## src/rtl/inst_sequencer_pkg.sv

```systemverilog
// Shared definitions for the instruction sequencer: widths, opcodes, state encoding.
`timescale 1ns/1ps
package inst_sequencer_pkg;

    localparam int INST_W   = 9;
    localparam int STEP_W   = 2;
    localparam int MAX_STEP = 2;

    // Opcodes live in inst[8:6]
    localparam logic [2:0] OPC_MV  = 3'b000;
    localparam logic [2:0] OPC_MVI = 3'b001;
    localparam logic [2:0] OPC_ADD = 3'b010;
    localparam logic [2:0] OPC_SUB = 3'b011;
    localparam logic [2:0] OPC_OR  = 3'b100;
    localparam logic [2:0] OPC_SLT = 3'b101;
    localparam logic [2:0] OPC_SLL = 3'b110;
    localparam logic [2:0] OPC_SLR = 3'b111;

    typedef enum logic [1:0] {
        ST_IDLE = 2'd0,
        ST_IMM  = 2'd1,
        ST_EXEC = 2'd2
    } state_t;

    // Only mvi needs a second bus word before it can execute
    function automatic logic inst_needs_imm(input logic [INST_W-1:0] w);
        return w[8:6] == OPC_MVI;
    endfunction

endpackage

```

## src/rtl/inst_sequencer_pend_buf.sv

```systemverilog
// One-deep holding register for a run word that arrives while an instruction executes.
// A push while full drops the word and raises o_overflow for that cycle; a pop
// in the same cycle does not make room for it.
`timescale 1ns/1ps
module inst_sequencer_pend_buf
    import inst_sequencer_pkg::*;
(
    input  logic              clk,
    input  logic              rst_n,
    input  logic              i_push,
    input  logic              i_pop,
    input  logic [INST_W-1:0] i_din,
    output logic              o_valid,
    output logic [INST_W-1:0] o_data,
    output logic              o_overflow
);

    logic              r_valid;
    logic [INST_W-1:0] r_data;

    assign o_valid    = r_valid;
    assign o_data     = r_data;
    assign o_overflow = i_push && r_valid;

    // Hold at most one word; a pop empties the slot, a push fills an empty slot
    always_ff @(posedge clk or negedge rst_n) begin
        if (!rst_n) begin
            r_valid <= 1'b0;
            r_data  <= '0;
        end else if (i_pop) begin
            r_valid <= 1'b0;
        end else if (i_push && !r_valid) begin
            r_valid <= 1'b1;
            r_data  <= i_din;
        end
    end

endmodule

```

## src/rtl/inst_sequencer.sv

```systemverilog
// Instruction sequencer: latches instruction words, steps the control unit until it
// reports done, fetches the mvi immediate, and buffers one early run strobe.
//
// Handshake: i_run is a one-cycle strobe with no back-pressure. A word offered in
// IDLE (or on the edge the current instruction finishes) starts at once; in IMM it
// is the immediate; otherwise it is parked in the pending buffer or, if that is
// full, dropped with o_err_overflow set.
`timescale 1ns/1ps
module inst_sequencer
    import inst_sequencer_pkg::*;
(
    input  logic              clk,
    input  logic              rst_n,
    input  logic              i_run,
    input  logic [INST_W-1:0] i_din,
    input  logic              i_ctrlu_instDone,
    output logic [INST_W-1:0] o_ctrlu_inst,
    output logic [STEP_W-1:0] o_ctrlu_step,
    output logic [INST_W-1:0] o_imm_data,
    output logic              o_imm_req,
    output logic              o_exec_en,
    output logic              o_busy,
    output logic              o_done,
    output logic              o_err_timeout,
    output logic              o_err_overflow,
    output state_t            o_state
);

    state_t            r_state;
    logic [INST_W-1:0] r_inst;
    logic [STEP_W-1:0] r_step;
    logic [INST_W-1:0] r_imm_data;
    logic              r_imm_req;
    logic              r_exec_en;
    logic              r_busy;
    logic              r_done;
    logic              r_err_timeout;
    logic              r_err_overflow;

    logic              w_slot;
    logic              w_start;
    logic [INST_W-1:0] w_word;
    logic              w_push;
    logic              w_pop;
    logic              w_pend_valid;
    logic [INST_W-1:0] w_pend_data;
    logic              w_ovf;

    inst_sequencer_pend_buf u_pend_buf (
        .clk       (clk),
        .rst_n     (rst_n),
        .i_push    (w_push),
        .i_pop     (w_pop),
        .i_din     (i_din),
        .o_valid   (w_pend_valid),
        .o_data    (w_pend_data),
        .o_overflow(w_ovf)
    );

    // Decide where the next instruction comes from; the buffered word is older, so it wins
    always_comb begin
        w_slot  = (r_state == ST_IDLE) || ((r_state == ST_EXEC) && i_ctrlu_instDone);
        w_start = w_slot && (w_pend_valid || i_run);
        w_word  = w_pend_valid ? w_pend_data : i_din;
        w_pop   = w_slot && w_pend_valid;
        w_push  = i_run && (((r_state == ST_EXEC) && !i_ctrlu_instDone) || (w_slot && w_pend_valid));
    end

    // Sequencer FSM with all outputs registered alongside the state
    always_ff @(posedge clk or negedge rst_n) begin
        if (!rst_n) begin
            r_state        <= ST_IDLE;
            r_inst         <= '0;
            r_step         <= '0;
            r_imm_data     <= '0;
            r_imm_req      <= 1'b0;
            r_exec_en      <= 1'b0;
            r_busy         <= 1'b0;
            r_done         <= 1'b0;
            r_err_timeout  <= 1'b0;
            r_err_overflow <= 1'b0;
        end else begin
            r_done <= 1'b0;
            case (r_state)
                ST_IDLE: begin
                    if (w_start) begin
                        r_inst         <= w_word;
                        r_step         <= '0;
                        r_busy         <= 1'b1;
                        r_err_timeout  <= 1'b0;
                        r_err_overflow <= 1'b0;
                        if (inst_needs_imm(w_word)) begin
                            r_state   <= ST_IMM;
                            r_imm_req <= 1'b1;
                        end else begin
                            r_state   <= ST_EXEC;
                            r_exec_en <= 1'b1;
                        end
                    end
                end
                ST_IMM: begin
                    if (i_run) begin
                        r_imm_data <= i_din;
                        r_state    <= ST_EXEC;
                        r_step     <= '0;
                        r_imm_req  <= 1'b0;
                        r_exec_en  <= 1'b1;
                    end
                end
                ST_EXEC: begin
                    if (i_ctrlu_instDone) begin
                        r_step <= '0;
                        r_done <= 1'b1;
                        if (w_start) begin
                            // Chain straight into the next instruction, no IDLE bubble
                            r_inst <= w_word;
                            if (inst_needs_imm(w_word)) begin
                                r_state   <= ST_IMM;
                                r_imm_req <= 1'b1;
                                r_exec_en <= 1'b0;
                            end else begin
                                r_state   <= ST_EXEC;
                            end
                        end else begin
                            r_state   <= ST_IDLE;
                            r_busy    <= 1'b0;
                            r_exec_en <= 1'b0;
                        end
                    end else if (r_step == STEP_W'(MAX_STEP)) begin
                        // Control unit never finished: abort, keep any buffered word
                        r_err_timeout <= 1'b1;
                        r_state       <= ST_IDLE;
                        r_step        <= '0;
                        r_busy        <= 1'b0;
                        r_exec_en     <= 1'b0;
                    end else begin
                        r_step <= r_step + 1'b1;
                    end
                end
                default: begin
                    r_state   <= ST_IDLE;
                    r_step    <= '0;
                    r_busy    <= 1'b0;
                    r_exec_en <= 1'b0;
                    r_imm_req <= 1'b0;
                end
            endcase
            // A dropped word is flagged even on the cycle the flags are being cleared
            if (w_ovf) begin
                r_err_overflow <= 1'b1;
            end
        end
    end

    assign o_state        = r_state;
    assign o_ctrlu_inst   = r_inst;
    assign o_ctrlu_step   = r_step;
    assign o_imm_data     = r_imm_data;
    assign o_imm_req      = r_imm_req;
    assign o_exec_en      = r_exec_en;
    assign o_busy         = r_busy;
    assign o_done         = r_done;
    assign o_err_timeout  = r_err_timeout;
    assign o_err_overflow = r_err_overflow;

endmodule

```

## config.mk

```make
export PLATFORM = sky130hd
export DESIGN_NAME = inst_sequencer
export DESIGN_NICKNAME = d
export VERILOG_FILES = /design/src/rtl/inst_sequencer_pkg.sv /design/src/rtl/inst_sequencer_pend_buf.sv /design/src/rtl/inst_sequencer.sv
export SDC_FILE = /design/constraint.sdc
export NUM_CORES = 1
export LEC_CHECK = 0
export ABC_AREA = 0
export CAP_MARGIN = 20
export CORE_ASPECT_RATIO = 0.75
export CORE_MARGIN = 4
export CORE_UTILIZATION = 44
export DETAILED_ROUTE_END_ITERATION = 16
export PLACE_DENSITY = 0.75
export SLEW_MARGIN = 25
export SYNTH_ARGS = -nofsm -noshare
export SYNTH_HDL_FRONTEND = slang
export SYNTH_SLANG_ARGS = --single-unit
```

## constraint.sdc

```tcl
create_clock -name clk -period 1.3 [get_ports clk]
set_input_delay 0.39 -clock clk [delete_from_list [all_inputs] [get_ports clk]]
set_output_delay 0.39 -clock clk [all_outputs]
set_load 0.005 [all_outputs]
```

==> results.txt <==
----------------------------------------------------
[Outcome]
  Status ... finished, violations left
  Violated checks ... negative setup slack

[Yosys]
  Synthesized flop and latch total ... 38
  Leading post-synthesis cells by instance count ... 38 x dfrtp_1, 19 x nor2_1, 18 x mux2_2, 14 x a21oi_1, 9 x mux2i_1
  Syn_nets ... 156
  Area share of the leading cell type in the synthesized netlist ... 55.7%
  Count of distinct cell types in the synthesized netlist ... 33
  Largest area contributor in the netlist ... dfrtp_1
  Cell area after synthesis ... 1710 µm²
  Mean cell area of the mapped netlist ... 11.9 µm²
  Seq/Total Area, Yosys ... 55.7%
  Cells after Synth ... 143
  Most frequent cell after synthesis ... dfrtp_1
  Count of yosys warnings during synthesis ... 0
  Largest cells by area after synthesis ... dfrtp_1 56%, mux2_2 12%, mux2i_1 5.3%, nor2_1 4.2%, a21oi_1 4.1%
  Fraction of synthesis flops using an asynchronous set or reset pin ... 100%
  Most used flip-flop cell after synthesis ... dfrtp_1
  Number of flops mapped to enable cells by yosys ... 0

[Pwr]
  P_leak ... 0.00136 µW
  Final Total Pwr ... 6280 µW
  Power density cells ... 2270 nW/µm²
  Worst supply voltage drop on vdd ... 1.40 mV

[Place]
  Detailed placement HPWL ... 2.97 mm
  RePlAce Congestion ... 0.840
  Worst setup slack before clock tree synthesis ... -0.591 ns
  Number of port buffers ... 40

[Route]
  DRC violation count after routing ... 0
  WL per Instance ... 16.8 µm
  Final wirelength ... 4.88 mm
  Average via count per standard cell ... 5.15
  Antenna-violating nets left ... 0
  Number of detailed-routing iterations run before antenna repair ... 7
  Vias post-DR ... 1499
  Starting DRC count in detailed routing ... 67

[Setup path]
  Cells on worst reg2reg path ... 5
  Worst Path Arrival ... 1.63 ns
  Start point of the critical path ... u_pend_buf.o_valid$_DFFE_PN0P_
  Critical path fanouts, max ... 6
  Worst endpoint required time ... 1.47 ns
  End point of the critical path ... o_exec_en$_DFFE_PN0P_
  FF-to-FF Start ... u_pend_buf.o_valid$_DFFE_PN0P_
  Critical path launch point type ... register
  Critical path class ... reg2reg
  Worst flop-to-flop path endpoint ... o_exec_en$_DFFE_PN0P_
  R2r setup slk ... -0.16 ns
  Capturing element type of the critical path ... register

[STA]
  Setup repair after global routing missed its margin ... true
  Setup-failing EPs final ... 22
  Worst setup slack after layout ... -0.162 ns
  Post-Route Hold Slack ... 0.0416 ns
  Number of pins exceeding their max-slew limit in the final report ... 0
  Tmin final ... 1.46 ns
  Final hold viol count ... 0
  Worst Skew ... 0.00914 ns
  Pin slew with the least headroom to its limit ... 0.322 ns
  Slew margin rel. ... 78.3%
  Post-route fraction of the period consumed by the critical path ... 112%
  Fmax achieved ... 684 MHz

[CTS]
  Clock tree root buffer cell ... clkbuf_8
  Num CTS Buffers ... 5
  Count of hold-fix buffers inserted at cts ... 0
  Number of buffers on the longest clock path ... 2
  Number of clock sinks ... 38
  H-Tree Level Count ... 2
  Clock latency on the worst-skew pair ... 0.30 ns
  Clock tree from TritonCTS ... yes
  Clock transition time at the flip-flop clock pins of the worst setup and hold paths ... 0.08 ns

[Die]
  Initial Utilization ... 46.0%
  # rows ... 19
  Floorplan die height ... 61.9 µm
  Horizontal extent of the die ... 79.9 µm
  Total die area ... 4950 µm²
  Placeable core region ... 3710 µm²
  I/O pin cnt ... 41

[Run]
  Maxcap violations ... 0

[Finish]
  Share of layout cells above drive strength 1 ... 55.6%
  Inserted Diodes ... 0
  Area grow syn2layout ... 62.2%
  Fillcell total ... 262
  Final cell utilization of the core ... 74.7%
  Fin nets ... 251

[Global route]
  Pin count of the biggest net entering global routing ... 39
  Total global routing overflow ... 0
  Number of antenna violations at the first check in global routing ... 0
  Wire length of the first global-routing pass ... 7.80 mm
  Total track usage ... 21.4%
  Via count of the first global-routing pass ... 1538

[Min path]
  Worst min-delay path category ... in2async

----------------------------------------------------
[through the flow]
stage | std cells | area (µm²) | TNS (ns)
3_5_place_dp | 262 | 2430 | -18.31
6_report | 291 | 2770 | -1.63
5_1_grt | 291 | 2770 | -2.72
3_3_place_gp | 262 | 2430 | -17.56
4_1_cts | 287 | 2790 | -1.05
2_1_floorplan | 143 | 1750 | -0.433
[final cells by class]
class / instances / area [µm²] / share of cell area (%)
clock buffer: 6 / 82.6 / 2.98
clock inverter: 2 / 60.1 / 2.17
inverter: 2 / 7.51 / 0.271
multi-input combinational: 99 / 885 / 31.9
sequential: 38 / 953 / 34.4
tap: 52 / 65.1 / 2.35
timing repair buffer: 92 / 716 / 25.8
[worst max-delay path: stages, from the launching register on]
cell,delay (ns)
dfrtp_2,0.48
buf_4,0.18
o21bai_4,0.14
nor2_1,0.07
a2111oi_2,0.39
nor4_2,0.07
[sequential cells by signal, indices dropped and copies added, names as in the netlist]
register and flops:
o_busy 1, o_ctrlu_inst 9, o_ctrlu_step 2, o_done 1
o_err_overflow 1, o_err_timeout 1, o_exec_en 1, o_imm_data 9
o_imm_req 1, o_state 2, u_pend_buf.o_data 9, u_pend_buf.o_valid 1
[worst min-delay path by stage]
stage | startpoint | endpoint | cells past startpoint
floorplan | rst_n | o_busy$_DFFE_PN0P_ | 0
global placement | rst_n | o_done$_DFF_PN0_ | 2
detailed placement | rst_n | o_done$_DFF_PN0_ | 2
CTS | rst_n | o_ctrlu_inst[0]$_DFFE_PN0P_ | 2
global route | rst_n | o_ctrlu_inst[0]$_DFFE_PN0P_ | 2
finish | rst_n | o_ctrlu_inst[0]$_DFFE_PN0P_ | 2
[cell families after synthesis]
kind of cell / share of synthesized area [%]
simple gates: 12.5
flops: 55.7
compound gates: 11.7
mux: 17.2
buf+inv: 2.86
[report_power, final]
| part | leakage, µW | total, µW | switching [µW] | internal, µW |
|---|---|---|---|---|
| clock | 0.0000714 | 1260 | 442 | 819 |
| sequential | 0.000458 | 2030 | 328 | 1710 |
| combinational | 0.000828 | 2980 | 1260 | 1720 |
| total | 0.00136 | 6280 | 2030 | 4240 |
[layer usage]
| layer | global-route usage (%) | routed length [µm] | vias up | share of wire (%) |
|---|---|---|---|---|
| met5 | 0 | 0 | - | 0 |
| met4 | 6.51 | 31 | 0 | 0.63 |
| met3 | 6.05 | 285 | 3 | 5.8 |
| met2 | 35.6 | 2420 | 38 | 49 |
| met1 | 27.7 | 2150 | 759 | 44 |
| li1 | - | - | 699 | - |
[cells in the final DEF, fill, tap and decap left out, types with 3 or more instances in the layout]
cell / n
mux2i_1: 9
clkbuf_8: 6
dlygate4sd2_1: 5
a21oi_1: 13
buf_2: 8
dfrtp_1: 36
mux2_4: 13
nand2_1: 5
nor2_4: 3
buf_4: 41
nor2_1: 18
clkbuf_2: 18
mux2_2: 5
buf_6: 7
clkdlybuf4s15_1: 4
nand2_4: 3
clkdlybuf4s50_1: 6
[timing repair]
action                                  in CTS  in global routing
endpoints found under the setup margin      63                 48
resized for setup                          104                 31
hold endpoints to repair                     0                  0
gates cloned                                 2                  0
pin swaps                                    6                  1
buffers inserted                            15                  4
Note: power is estimated with default switching activity, not from simulation.
